===== src/rtl/axis_border_pad.sv =====
// axis_border_pad: puts a constant border of PAD pixels around every
// IN_WIDTH x IN_HEIGHT frame on an AXI4-Stream pixel link. The output frame
// is (IN_WIDTH+2*PAD) x (IN_HEIGHT+2*PAD). Output tuser marks end of line and
// tlast marks end of frame. Both are rebuilt from the column/row counters.
// Optional build macro AXIS_BORDER_PAD_FRAMECHK_EN adds the err_sticky output.
// err_sticky flags input tuser/tlast markers that disagree with the
// configured geometry. It never affects the datapath.
module axis_border_pad #(
    parameter int AXIS_DATA_WIDTH = 8,
    parameter int IN_WIDTH        = 510,
    parameter int IN_HEIGHT       = 510,
    parameter int PAD             = 1,
    parameter int PAD_VALUE       = 0,
    parameter int CNT_WIDTH       = 10
) (
    input  logic                       clk,
    input  logic                       rst_n,
    input  logic                       enable,
    input  logic                       s_axis_tvalid,
    output logic                       s_axis_tready,
    input  logic [AXIS_DATA_WIDTH-1:0] s_axis_tdata,
    input  logic                       s_axis_tuser,
    input  logic                       s_axis_tlast,
    output logic                       m_axis_tvalid,
    input  logic                       m_axis_tready,
    output logic [AXIS_DATA_WIDTH-1:0] m_axis_tdata,
    output logic                       m_axis_tuser,
    output logic                       m_axis_tlast,
    output logic                       frame_done,
    output logic                       busy
`ifdef AXIS_BORDER_PAD_FRAMECHK_EN
    ,
    output logic                       err_sticky
`endif
);

    localparam int OUT_W = IN_WIDTH + 2 * PAD;
    localparam int OUT_H = IN_HEIGHT + 2 * PAD;

    localparam logic [CNT_WIDTH-1:0] LAST_COL      = CNT_WIDTH'(OUT_W - 1);
    localparam logic [CNT_WIDTH-1:0] LAST_ROW      = CNT_WIDTH'(OUT_H - 1);
    localparam logic [CNT_WIDTH-1:0] PAD_LAST      = CNT_WIDTH'(PAD - 1);
    localparam logic [CNT_WIDTH-1:0] BODY_LAST_COL = CNT_WIDTH'(PAD + IN_WIDTH - 1);
    localparam logic [CNT_WIDTH-1:0] BODY_LAST_ROW = CNT_WIDTH'(PAD + IN_HEIGHT - 1);
    localparam logic [AXIS_DATA_WIDTH-1:0] PAD_DATA = AXIS_DATA_WIDTH'(PAD_VALUE);

    typedef enum logic [2:0] {
        IDLE   = 3'd0,
        TOP    = 3'd1,
        LEFT   = 3'd2,
        BODY   = 3'd3,
        RIGHT  = 3'd4,
        BOTTOM = 3'd5
    } state_t;

    state_t                     state_reg;
    logic [CNT_WIDTH-1:0]       col_reg;
    logic [CNT_WIDTH-1:0]       row_reg;
    logic                       tvalid_reg;
    logic [AXIS_DATA_WIDTH-1:0] tdata_reg;
    logic                       tuser_reg;
    logic                       tlast_reg;

    logic slot_free;
    logic body_load;
    logic pad_load;
    logic do_load;
    logic at_eol;
    logic at_eof;

    // The counters always give the position of the next beat to load, so
    // end-of-line and end-of-frame come straight from the counters.
    assign slot_free = !tvalid_reg || m_axis_tready;
    assign body_load = (state_reg == BODY) && slot_free && s_axis_tvalid;
    // IDLE loads the first top-row pad beat as soon as enable is seen, so
    // a new frame starts one cycle after enable is sampled.
    assign pad_load  = slot_free && ((state_reg == TOP) || (state_reg == LEFT) ||
                                     (state_reg == RIGHT) || (state_reg == BOTTOM) ||
                                     ((state_reg == IDLE) && enable));
    assign do_load   = body_load || pad_load;
    assign at_eol    = (col_reg == LAST_COL);
    assign at_eof    = at_eol && (row_reg == LAST_ROW);

    assign s_axis_tready = (state_reg == BODY) && slot_free;
    assign m_axis_tvalid = tvalid_reg;
    assign m_axis_tdata  = tdata_reg;
    assign m_axis_tuser  = tuser_reg;
    assign m_axis_tlast  = tlast_reg;
    assign frame_done    = tvalid_reg && m_axis_tready && tlast_reg;
    assign busy          = (state_reg != IDLE);

    // Region sequencer, position counters and output register slice; every load advances the counters.
    always_ff @(posedge clk or negedge rst_n) begin
        if (!rst_n) begin
            state_reg  <= IDLE;
            col_reg    <= '0;
            row_reg    <= '0;
            tvalid_reg <= 1'b0;
            tdata_reg  <= '0;
            tuser_reg  <= 1'b0;
            tlast_reg  <= 1'b0;
        end else begin
            if (slot_free) begin
                tvalid_reg <= do_load;
            end
            if (do_load) begin
                tdata_reg <= body_load ? s_axis_tdata : PAD_DATA;
                tuser_reg <= at_eol;
                tlast_reg <= at_eof;
                col_reg   <= at_eol ? '0 : col_reg + CNT_WIDTH'(1);
                if (at_eol) begin
                    row_reg <= at_eof ? '0 : row_reg + CNT_WIDTH'(1);
                end
                case (state_reg)
                    IDLE:    state_reg <= TOP;
                    TOP:     if (at_eol && (row_reg == PAD_LAST)) state_reg <= LEFT;
                    LEFT:    if (col_reg == PAD_LAST) state_reg <= BODY;
                    BODY:    if (col_reg == BODY_LAST_COL) state_reg <= RIGHT;
                    RIGHT:   if (at_eol) state_reg <= (row_reg == BODY_LAST_ROW) ? BOTTOM : LEFT;
                    BOTTOM:  if (at_eof) state_reg <= enable ? TOP : IDLE;
                    default: state_reg <= IDLE;
                endcase
            end
        end
    end

`ifdef AXIS_BORDER_PAD_FRAMECHK_EN
    logic exp_tuser;
    logic exp_tlast;

    assign exp_tuser = (col_reg == BODY_LAST_COL);
    assign exp_tlast = exp_tuser && (row_reg == BODY_LAST_ROW);

    // Latch any accepted input beat whose end-of-line/end-of-frame markers disagree with the counters.
    always_ff @(posedge clk or negedge rst_n) begin
        if (!rst_n) begin
            err_sticky <= 1'b0;
        end else if (body_load && ((s_axis_tuser != exp_tuser) || (s_axis_tlast != exp_tlast))) begin
            err_sticky <= 1'b1;
        end
    end
`else
    // Input markers are not needed when framing comes only from the counters.
    logic unused_framing;
    assign unused_framing = s_axis_tuser ^ s_axis_tlast;
`endif

endmodule


===== config.mk =====
export PLATFORM = sky130hd
export DESIGN_NAME = axis_border_pad
export DESIGN_NICKNAME = d
export VERILOG_FILES = /design/src/rtl/axis_border_pad.sv
export SDC_FILE = /design/constraint.sdc
export NUM_CORES = 1
export LEC_CHECK = 0
export BUFFER_PORTS_ARGS = -buffer_cell sky130_fd_sc_hd__buf_2
export CAP_MARGIN = 15
export CORE_MARGIN = 5
export CORE_UTILIZATION = 55
export DETAILED_ROUTE_END_ITERATION = 7
export HOLD_SLACK_MARGIN = 0.15
export MAX_ROUTING_LAYER = met4
export PLACE_DENSITY_LB_ADDON = 0.12
export SYNTH_ARGS = -nofsm -noshare
export SYNTH_HDL_FRONTEND = slang
export SYNTH_SLANG_ARGS = --single-unit

===== constraint.sdc =====
create_clock -name clk -period 4.79 [get_ports clk]
set_clock_uncertainty 0.2 [all_clocks]
set_input_delay 0.2395 -clock clk [delete_from_list [all_inputs] [get_ports clk]]
set_output_delay 0.2395 -clock clk [all_outputs]
set_load 0.1 [all_outputs]

# Word level (Yosys, flattened, before mapping)

Cells that the tools add are included.

Add/sub/neg operators: 2
Equal/unequal tests: 14
Muxes and demuxes: 11
Reduce and logical (&&, ||, !) cells: 21

Operators with widths:

| cell                                                                   | count |
|---|---|
| 10-bit by 9-bit equality test with 1-bit output, second input constant | 4 |
| 10-bit by 1-bit adder with 10-bit output, second input constant        | 2 |
| 10-bit zero test                                                       | 2 |
| 10-bit 2-to-1 mux                                                      | 2 |
| 3-bit 2-to-1 mux                                                       | 6 |
| 3-bit case mux with 6 select lines                                     | 1 |
| 1-bit logical AND                                                      | 8 |
| 8-bit 2-to-1 mux                                                       | 1 |
| 3-bit by 2-bit equality test with 1-bit output, second input constant  | 2 |
| 3-bit equality test, second input constant                             | 2 |
| 1-bit logical OR                                                       | 6 |
| 2-bit by 1-bit != test with 1-bit output, second input constant        | 3 |
| 6-bit AND reduction                                                    | 1 |
| 2-bit != test, second input constant                                   | 2 |
| 3-bit by 1-bit equality test with 1-bit output, second input constant  | 1 |
| 3-bit zero test                                                        | 1 |
| 3-bit nonzero test                                                     | 1 |
| 2-bit AND reduction                                                    | 1 |
| 1-bit zero test                                                        | 1 |
| 1-bit 2-to-1 mux                                                       | 1 |

Register bits after elaboration: 34
Input port bits: 15
Output and inout bits: 14
Word-level logic and storage cells: 55

# Depth between registers and ports, before layout

Gate-level depths: netlist of the first run.

Word-level depth: 8
Depth in mapped cells: 8
Depth with buffers taken out: 8

# Worst setup path after synthesis of the first run

Ideal clock, no wire load.

Kind: reg-to-reg
From: reg tvalid_reg, in the netlist m_axis_tvalid
To: reg tdata_reg[0], in the netlist m_axis_tdata[0]
Library setup time: 0.069 ns
Data arrival time: 2.471 ns
Required time: 4.521 ns
Path slack: 2.050 ns
Stages on the path, launching flop included: 6
Buffers on the path: 1
Period minus slack after synthesis: 2.740 ns
Cell sequence: dfrtp_1 nand2b_1 and3_1 and2_1 buf_1 a22o_1

Word-level cells in the longest chain between the ends: 5
Elaborated cells between the ends (all ways): 7
Those cells by class: 1 x mux; 6 x reduce/logical

Ends and longest elaborated chain:

| what                                                        | line    | RTL |
|---|---|---|
| start, declared                                             | 59      | `logic tvalid_reg;` |
| start signal, assigned                                      | 104     | `tvalid_reg <= do_load;` |
| 1-bit zero test *                                           | 73      | `assign slot_free = !tvalid_reg \|\| m_axis_tready;` |
| 1-bit logical OR *                                          | 73      |  |
| 1-bit logical AND *                                         | -       |  |
| via s_axis_tready                                           | 20      | `output logic s_axis_tready,` |
| 1-bit logical AND *                                         | 74      | `assign body_load = (state_reg == BODY) && slot_free && s_axis_tvalid;` |
| 8-bit 2-to-1 mux / 1-bit logical OR (equally long branches) | 107, 80 |  |
| end signal, assigned                                        | 107     | `tdata_reg <= body_load ? s_axis_tdata : PAD_DATA;` |
| end, declared                                               | 60      | `logic [AXIS_DATA_WIDTH-1:0] tdata_reg;` |

Mark *: on every way through the listed nets, which the timed path passes. The rest lies on a longest branch.
A chain may end at the register's enable or synchronous reset.

# Worst setup path after layout of the first run

From: reg state_reg[0]
To: reg state_reg[1]

Word-level cells in the longest chain between the ends: 8
Elaborated cells between the ends (all ways): 22
Those cells by class: 10 x eq/ne; 1 x mux; 11 x reduce/logical

Ends and longest elaborated chain:

| what                                                                                                                    | line    | RTL |
|---|---|---|
| start, declared                                                                                                         | 56      | `state_t state_reg;` |
| start signal, assigned                                                                                                  | 119     | `RIGHT: if (at_eol) state_reg <= (row_reg == BODY_LAST_ROW) ? BOTTOM : LEFT;` |
| start signal, assigned                                                                                                  | 120     | `BOTTOM: if (at_eof) state_reg <= enable ? TOP : IDLE;` |
| 3-bit by 1-bit equality test with 1-bit output / 3-bit by 2-bit equality test with 1-bit output (equally long branches) | 77, 114 |  |
| 1-bit logical OR (2 in a row)                                                                                           | 77      | `assign pad_load = slot_free && ((state_reg == TOP) \|\| (state_reg == LEFT) \|\|` |
| 1-bit logical OR (2 in a row)                                                                                           | 78      | `(state_reg == RIGHT) \|\| (state_reg == BOTTOM) \|\|` |
| 1-bit logical AND                                                                                                       | 77      |  |
| 1-bit logical OR                                                                                                        | 80      | `assign do_load = body_load \|\| pad_load;` |
| 6-bit AND reduction (no source line)                                                                                    | -       |  |

Parallel ways exist; a longest one is shown, timed or not.

==> flow_summary.ini, run 1 <==
[place]
place_ws_ns = 1.709
gp_congestion = 0.8367
post_dp_cell_area_um2 = 1949
io_buffers = 26
dp_hpwl_mm = 2.657

[finish]
fin_util = 0.6790
nets = 241
diodes = 0
fin_area_um2 = 2107
drive_above_1_share = 0.1909
area_growth_pct = 16.78
layout_commonest_cell = dfrtp_1
mostFrequentLayoutCells = 34 x dfrtp_1, 26 x buf_2, 18 x nand2_1

[status]
status = finished clean

[route]
drt-met1-wl_mm = 1.802
vias = 1529
wl_met2_mm = 1.803
highest_layer = met4
routedWlPerCell_um = 14.84
wl_met3_um = 257
drc_errors = 0
firstDrtPassIters = 4
wl_mm = 3.917
drtIter0Drc = 115
via_per_inst = 5.792
antenna_left = 0

[sta]
finalMaxSlewViolations = 0
period_share = 0.6558
max_slew_margin = 0.3470
rsz0062_at_grt = no
min_period_ns = 3.141
hold_viol = 0
finalSetupTns_ns = 0
worst_pin_slew_ns = 0.9768
worst_slack_ns = 1.649
setup_violations = 0
fmax_mhz = 318.3

[critical_path]
rr_endpoint = state_reg[1]
required_ns = 4.82
start_kind = flop
critical_path_class = flop to flop
crit-reg2reg-launch = state_reg[0]
arrival_ns = 3.18
rr_worst_depth = 5
reg2reg_slack_ns = 1.65
cp-end-kind = flop
cp-startpoint = state_reg[0]
path_max_fanout = 26

[logic_synthesis]
synthAdderAreaFrac = 0.04161
synth_top_family_by_area = simple AND/OR/NAND/NOR gates
synth-simple-area-share = 0.2587
synth_warnings = 0
synth-edff-count = 0
synthFlopType = dfrtp_1
synth_seq_area_share = 0.4716
ys_ff_latch = 34
synth_area_um2 = 1804
synthArstFlopShare = 1.000
syn_area_per_cell_um2 = 9.913
synthXorXnorAreaFrac = 0.03883
synth.distinct_cells = 44
synth_nets = 203
synth-compound-area-share = 0.1463
synth_mux_area_frac = 0.006241
synthCells = 182

[power_and_ir_drop]
irDropWorstVdd_mv = 0.2772
powerDensity_nw_per_um2 = 518.1
p_total_mw = 1.092
p_leak_nw = 0.9396

[clocking]
cts_setup_buffers = 0
cts_buffers = 5
hold_buffers = 11
post_cts_resize_count = 0
clkTransAtPathRegs_ns = 0.10
cts_buffer_depth = 2
root_buffer = clkbuf_4
cts_sinks = 34
clk_latency_ns = 0.34
cts_tree = built
htreeDepth = 2

[job]
cap_violations = 0

[global_route]
grt_antenna_before_repair = 0
grt_pass1_vias = 1400
grt-ovfl-total = 0
grt_max_degree = 35
grt_first_pass_wirelength_mm = 6.555
track_usage = 0.2009

[floorplanning]
fp.dieW_um = 67.28
initial_core_util = 0.5815
coreArea_um2 = 3103
die_h_um = 67.28
dieArea_um2 = 4526
rows = 20
ios = 29

[hold_path]
hold_end = m_axis_tdata[6]
worstHoldStart = s_axis_tvalid
hold_depth = 3
hold_class = input pin to flop
## logic make-up (layout without fill, tap and decap cells)
family / Yosys count / in the layout
flops: 34 / 34
simple gates: 80 / 80
buf+inv: 13 / 51
fa+ha+maj: 6 / 6
compound gates: 40 / 40
xor+xnor: 8 / 8
mux: 1 / 1
## cells in the mapped netlist (2+ instances only)
library cell	count	area (µm²)
dfrtp_1	34	850.8
nand2_1	18	67.56
o21ai_0	16	80.08
nand3_1	11	55.05
nor2_1	9	33.78
a22o_1	8	70.07
inv_1	7	26.28
ha_1	6	75.07
nand4_1	6	37.54
a21oi_1	5	25.02
nor3_1	5	25.02
o31ai_1	5	37.54
and3_1	4	25.02
nor4_1	4	25.02
xnor2_1	4	35.03
xor2_1	4	35.03
nor2b_1	3	18.77
a31oi_1	2	12.51
and2_1	2	12.51
buf_2	2	10.01
buf_4	2	15.01
nand2b_1	2	12.51
o41ai_1	2	17.52
## worst max-delay path by stage
stage               cells past startpoint              end
detailed placement                      5     state_reg[1]
global route                            6       row_reg[5]
CTS                                     5     state_reg[1]
finish                                  5     state_reg[1]
global placement                        5     state_reg[1]
floorplan                               5  m_axis_tdata[0]
## critical path: stages, from the launching register on
cell and delay [ns]:
dfrtp_1 0.50, nor2b_1 0.18, o21ai_0 0.36, nand3_1 0.79
a2111o_1 0.70, a221o_1 0.31
## stage by stage
step           hold WS [ns]  std cells
6_report             0.2551        264
5_1_grt              0.2687        264
4_1_cts              0.2424        264
3_5_place_dp         0.1478        246
3_3_place_gp         0.1423        246
2_1_floorplan       -0.2561        182
## cell type report
type                            instances  area [µm²]
Sequential cell                        34       850.8
Clock inverter                          2       10.01
Multi-Input combinational cell        135       887.1
Timing Repair Buffer                   37       240.2
Tap cell                               44       55.05
Fill cell                             262       996.0
Clock buffer                            5       37.54
Inverter                                7       26.28
## where the power goes
group	leakage (nW)	switching [mW]	internal (mW)	total, mW
sequential	0.444	0.0844	0.354	0.439
clock	0.0308	0.0961	0.0527	0.149
combinational	0.465	0.384	0.120	0.504
total	0.940	0.565	0.527	1.09
## layer usage
layer	up-vias	global-route usage
met5	-	-
met4	0	0.06329
met3	7	0.05657
met2	53	0.3067
met1	730	0.2590
li1	739	-
Power figures use the tool's default switching activity.
==> run 2: changes to the inputs <==
--- a/config.mk
+++ b/config.mk
@@ -5,10 +5,11 @@
 export SDC_FILE = /design/constraint.sdc
 export NUM_CORES = 1
 export LEC_CHECK = 0
+export ABC_AREA = 1
 export BUFFER_PORTS_ARGS = -buffer_cell sky130_fd_sc_hd__buf_2
 export CAP_MARGIN = 15
 export CORE_MARGIN = 5
-export CORE_UTILIZATION = 55
+export CORE_UTILIZATION = 51
 export DETAILED_ROUTE_END_ITERATION = 7
 export HOLD_SLACK_MARGIN = 0.15
 export MAX_ROUTING_LAYER = met4
==> constraint.sdc (replaced) <==
create_clock -name clk -period 2.89 [get_ports clk]
set_clock_uncertainty 0.2 [all_clocks]
set_input_delay 0.1445 -clock clk [delete_from_list [all_inputs] [get_ports clk]]
set_output_delay 0.1445 -clock clk [all_outputs]
set_load 0.1 [all_outputs]
==> run 2 against run 1 <==
  * Core utilization shrank 4.2 points
  * Critical path depth up 6
  * Wire length up 13%
  * Sequential share of layout area fell by 6.3 points
  * Sequential power rose by 53%
  * First-iteration DRC count is 50% lower
  * Cell area rose by 18%
  * Largest cell class unchanged
==> flow_summary.ini, run 2 <==
[logic_synthesis]
synth.distinct_cells = 29
synthCells = 244
synth_top_area_share = 0.4203
synth.most_common_cell = nand2_1
yosysTopAreaCell = dfrtp_1
synth_nets = 265
synth_commonest_cells = 55 x nand2_1, 34 x dfrtp_1, 30 x inv_1, 24 x nor2_1, 17 x nand3_1
synth_area_um2 = 2024
synth_seq_area_share = 0.4203
synthFlopType = dfrtp_1
syn_area_per_cell_um2 = 8.297
synthTopCellsByArea = dfrtp_1 42%, nand2_1 10%, inv_1 5.6%
synth-edff-count = 0
ys_ff_latch = 34
synthArstFlopShare = 1.000
synth_warnings = 0

[job]
cap_violations = 0

[global_route]
track_usage = 0.1922
grt_antenna_before_repair = 0
grt-ovfl-total = 0
grt_max_degree = 35
grt_pass1_vias = 1692
grt_first_pass_wirelength_mm = 7.693

[floorplanning]
fp.dieW_um = 73.01
dieArea_um2 = 5330
die_h_um = 73.01
coreArea_um2 = 3914
initial_core_util = 0.5173
ios = 29
rows = 23

[critical_path]
slowest_delay_ns = 0.57
crit_family = buffers and inverters
arrival_ns = 2.44
worst-path-buf-inv = 6
critical_path_class = input pin to flop
cp.depth = 11
worst_path_max_delay_cell = dlygate4sd3_1
start_kind = input pin
required_ns = 2.90
crit_chain = dlygate4sd3_1, buf_2, inv_1, nand2_1, inv_1, nor2_4, nand2_2, clkinv_4, nor2_8, a22o_1, dlygate4sd3_1
cp-end-kind = flop
path_max_fanout = 17
rr_worst_depth = 8

[sta]
hold_viol = 0
period_share = 0.8386
max_slew_margin = 0.4984
fmax_mhz = 412.6
rsz0062_at_grt = no
holdWs_ns = 0.2578
min_period_ns = 2.423
finalMaxSlewViolations = 0
finalSetupTns_ns = 0
worst_pin_slew_ns = 0.7525
setup_violations = 0

[finish]
seq_area_um2 = 850.8
fillCellCount = 352
diodes = 0
nets = 316
area_growth_pct = 23.18
layout_commonest_cell = nand2_1
multiInputGateArea_um2 = 1018
drive_above_1_share = 0.2196
mostFrequentLayoutCells = 55 x nand2_1, 34 x dfrtp_1, 30 x inv_1

[clocking]
post_cts_resize_count = 0
cts_tree = built
cts_sinks = 34
cts_buffer_depth = 2
cts_buffers = 5
root_buffer = clkbuf_8
hold_buffers = 21
htreeDepth = 2
cts_setup_buffers = 0
clk_latency_ns = 0.29
clkTransAtPathRegs_ns = 0.07

[power_and_ir_drop]
powerDensity_nw_per_um2 = 875.2
irDropWorstVdd_mv = 0.5642
p_total_mw = 2.182
p_leak_nw = 1.272

[route]
drtIter0Drc = 58
antenna_left = 0
via_per_inst = 4.942
wl_mm = 4.423
vias = 1710
routedWlPerCell_um = 12.78
firstDrtPassIters = 4
drc_errors = 0

[hold_path]
hold_class = input pin to async pin

[place]
dp_hpwl_mm = 2.952
io_buffers = 26
gp_congestion = 0.8532

[status]
status = finished clean
[run 2: changes by cell type after synthesis, moves of 5 or more]
cell,previous run,this run
nand2_1,18,55
inv_1,7,30
nor2_1,9,24
o21ai_0,16,8
nand2_2,1,7
nand3_1,11,17
o21ai_1,0,6
nor2_2,0,5
nor2_4,0,5
o21ai_2,0,5
o31ai_1,5,0
[run 2: metal layers]
| metal | wire length [µm] | up-vias | share of wire | track usage |
|---|---|---|---|---|
| met2 | 2201 | 33 | 0.50 | 0.3178 |
| met5 | 0 | - | 0 | - |
| met1 | 1982 | 783 | 0.45 | 0.2320 |
| met4 | 67 | 0 | 0.015 | 0.06967 |
| met3 | 171 | 8 | 0.039 | 0.03719 |
| li1 | - | 886 | - | - |
[run 2: worst reg2reg max path: stages, from the launching register on]
cell and delay (ns):
dfrtp_1 0.43, inv_1 0.10, nand3_1 0.13, nand2_1 0.10, nor2_2 0.14, nor2_4 0.06, nor2_8 0.28, a22o_1 0.20
dlygate4sd3_1 0.57
[run 2: cells by family (layout without fill, tap and decap cells)]
family,after synthesis,in the layout,synth area share
simple gates,129,129,0.3288
buf+inv,36,88,0.07911
flops,34,34,0.4203
compound gates,32,32,0.1045
xor+xnor,7,7,0.03028
fa+ha+maj,6,6,0.03708
[run 2: final timing paths]
| path | slack (ns) | from | end |
|---|---|---|---|
| hold reg to reg | 0.28 | m_axis_tuser | m_axis_tuser |
| setup reg to reg | 0.61 | state_reg[1] | m_axis_tdata[4] |
| setup / recovery | 0.47 | m_axis_tready | m_axis_tdata[4] |
| hold / removal | 0.26 | rst_n | row_reg[0] |
| max in group asynchronous | 1.75 | rst_n | m_axis_tdata[5] |
| min in group clk | 0.28 | m_axis_tuser | m_axis_tuser |
[run 2: layout make-up]
class,count,share of cell area
multi-input combinational,174,0.4084
sequential,34,0.3412
timing repair buffer,47,0.1365
inverter,33,0.05218
clock buffer,7,0.03462
tap,50,0.02509
clock inverter,1,0.002007
[run 2: report_power, final]
group          switching [mW]  leakage [nW]  internal [mW]  total (mW)
clock                   0.173        0.0482          0.192       0.366
combinational           0.839         0.782          0.306        1.15
sequential             0.0905         0.441          0.581       0.672
[run 2: stage by stage]
step / utilization / setup WS (ns) / std cells / area [µm²]
floorplan: - / 0.2333 / 244 / 2029
global placement: 0.5601 / 0.6921 / 317 / 2192
detailed placement: 0.5601 / 0.6629 / 317 / 2192
CTS: 0.6371 / 0.5082 / 346 / 2494
global route: 0.6371 / 0.3377 / 346 / 2494
finish: 0.6371 / 0.4665 / 346 / 2494
==> run 3: changes to the inputs <==
--- a/config.mk
+++ b/config.mk
@@ -5,11 +5,11 @@
 export SDC_FILE = /design/constraint.sdc
 export NUM_CORES = 1
 export LEC_CHECK = 0
-export ABC_AREA = 1
+export ABC_AREA = 0
 export BUFFER_PORTS_ARGS = -buffer_cell sky130_fd_sc_hd__buf_2
 export CAP_MARGIN = 15
 export CORE_MARGIN = 5
-export CORE_UTILIZATION = 51
+export CORE_UTILIZATION = 55
 export DETAILED_ROUTE_END_ITERATION = 7
 export HOLD_SLACK_MARGIN = 0.15
 export MAX_ROUTING_LAYER = met4
==> constraint.sdc (replaced) <==
create_clock -name clk -period 2.5 [get_ports clk]
set_clock_uncertainty 0.2 [all_clocks]
set_input_delay 0.125 -clock clk [delete_from_list [all_inputs] [get_ports clk]]
set_output_delay 0.125 -clock clk [all_outputs]
set_load 0.1 [all_outputs]
==> run 3 against run 2 <==
  * Combinational power barely moved
  * Cell area fell by 8.2%
  * First-iteration DRC count rose by 38%
  * Register-to-register slack got worse by 0.53 ns
  * Worst hold slack got worse by 0.094 ns
  * Wire length fell by 5.7%
  * Die area fell by 15%
  * Clock power rose by 1%
  * Clock-buffer cell count rose by 1
  * Critical path depth fell by 5
  * Sequential power rose by 25%
  * Flip-flop and latch count did not move
  * Critical path type is now flop to flop
==> flow_summary.ini, run 3 (synthesized netlist as in run 1, its figures left out) <==
[sta]
min_period_ns = 2.419
fmax_mhz = 413.4
holdWs_ns = 0.1638
finalMaxSlewViolations = 0
hold_viol = 0
period_share = 0.9675
finalSetupTns_ns = 0
worst_pin_slew_ns = 0.7256
rsz0062_at_grt = no
setup_violations = 0
max_slew_margin = 0.5163

[floorplanning]
coreArea_um2 = 3103
die_h_um = 67.28
initial_core_util = 0.5815
fp.dieW_um = 67.28
dieArea_um2 = 4526
ios = 29
rows = 20

[power_and_ir_drop]
p_leak_nw = 1.018
irDropWorstVdd_mv = 0.6149
powerDensity_nw_per_um2 = 1017

[critical_path]
rr_worst_depth = 6
reg2reg_slack_ns = 0.08
rr_endpoint = m_axis_tdata[3]
crit_end = m_axis_tdata[3]
crit-reg2reg-launch = state_reg[1]
critical_path_class = flop to flop
path_max_fanout = 14
arrival_ns = 2.49
cp-startpoint = state_reg[1]
start_kind = flop
required_ns = 2.57
cp-end-kind = flop

[hold_path]
hold_class = input pin to flop

[status]
status = finished clean

[route]
routedWlPerCell_um = 15.00
firstDrtPassIters = 4
via_per_inst = 5.676
drtIter0Drc = 80
vias = 1578
drc_errors = 0
antenna_left = 0
wl_mm = 4.169

[finish]
mostFrequentLayoutCells = 29 x dfrtp_1, 26 x buf_2, 18 x nand2_1
nets = 254
layout_commonest_cell = dfrtp_1
area_growth_pct = 26.91
diodes = 0
drive_above_1_share = 0.2821
fin_area_um2 = 2290

[clocking]
root_buffer = clkbuf_4
cts_tree = built
clk_latency_ns = 0.33
clkTransAtPathRegs_ns = 0.10
htreeDepth = 2
cts_buffer_depth = 2
cts_sinks = 34
cts_buffers = 5

[global_route]
track_usage = 0.2142
grt-ovfl-total = 0
grt_pass1_vias = 1527
grt_antenna_before_repair = 0
grt_max_degree = 35
grt_first_pass_wirelength_mm = 7.051

[place]
gp_congestion = 0.8312
io_buffers = 26
dp_hpwl_mm = 2.834
post_dp_cell_area_um2 = 2009

[job]
cap_violations = 0
-- run 3: metrics by stage --
step	total power, mW	util	worst slack, ns	cells
after floorplan	1.633	-	0.1872	182
after global placement	1.821	0.6476	0.1268	253
after detailed placement	1.852	0.6476	-0.03213	253
after CTS	2.262	0.7198	0.0002369	275
after global routing	2.467	0.7379	0.007620	278
final	2.328	0.7379	0.08121	278
-- run 3: metal layers --
metal | global-route usage | part of all wire
met5 | - | 0
met4 | 0.07595 | 0.015
met3 | 0.03993 | 0.048
met2 | 0.3472 | 0.49
met1 | 0.2683 | 0.45
-- run 3: repair_timing --
action / in CTS / in global routing
pin swaps: 0 / 1
hold endpoints to repair: 44 / 0
gates resized for setup: 1 / 14
cloned: 0 / 0
hold buffers: 14 / 0
setup buffers: 0 / 3
setup endpoints to repair: 2 / 7
-- run 3: cell type report --
class	instances	area (µm²)
Fill cell	231	813.3
Inverter	7	26.28
Tap cell	44	55.05
Sequential cell	34	857.1
Timing Repair Buffer	50	349.1
Multi-Input combinational cell	135	923.4
Clock buffer	8	78.83
-- run 3: where the power goes --
group          internal (mW)  switching [mW]
Sequential             0.686           0.156
Combinational          0.327           0.789
Clock                  0.192           0.178
-- run 3: worst min-delay path by stage --
stage	from	endpoint	slack, ns	depth (start not counted)
final	s_axis_tvalid	m_axis_tdata[1]	0.16	3
after floorplan	rst_n	col_reg[0]	-0.37	0
after global routing	s_axis_tvalid	m_axis_tdata[2]	0.19	3
after global placement	rst_n	m_axis_tdata[5]	0.02	1
after detailed placement	rst_n	m_axis_tdata[5]	0.03	1
after CTS	s_axis_tvalid	m_axis_tdata[5]	0.15	3
-- run 3: critical path, stage by stage (launching register included) --
cell	delay (ns)
dfrtp_2	0.46
or3_4	0.38
or2_1	0.27
nand3_1	0.16
buf_6	0.18
a22o_1	0.15
dlygate4sd3_1	0.55
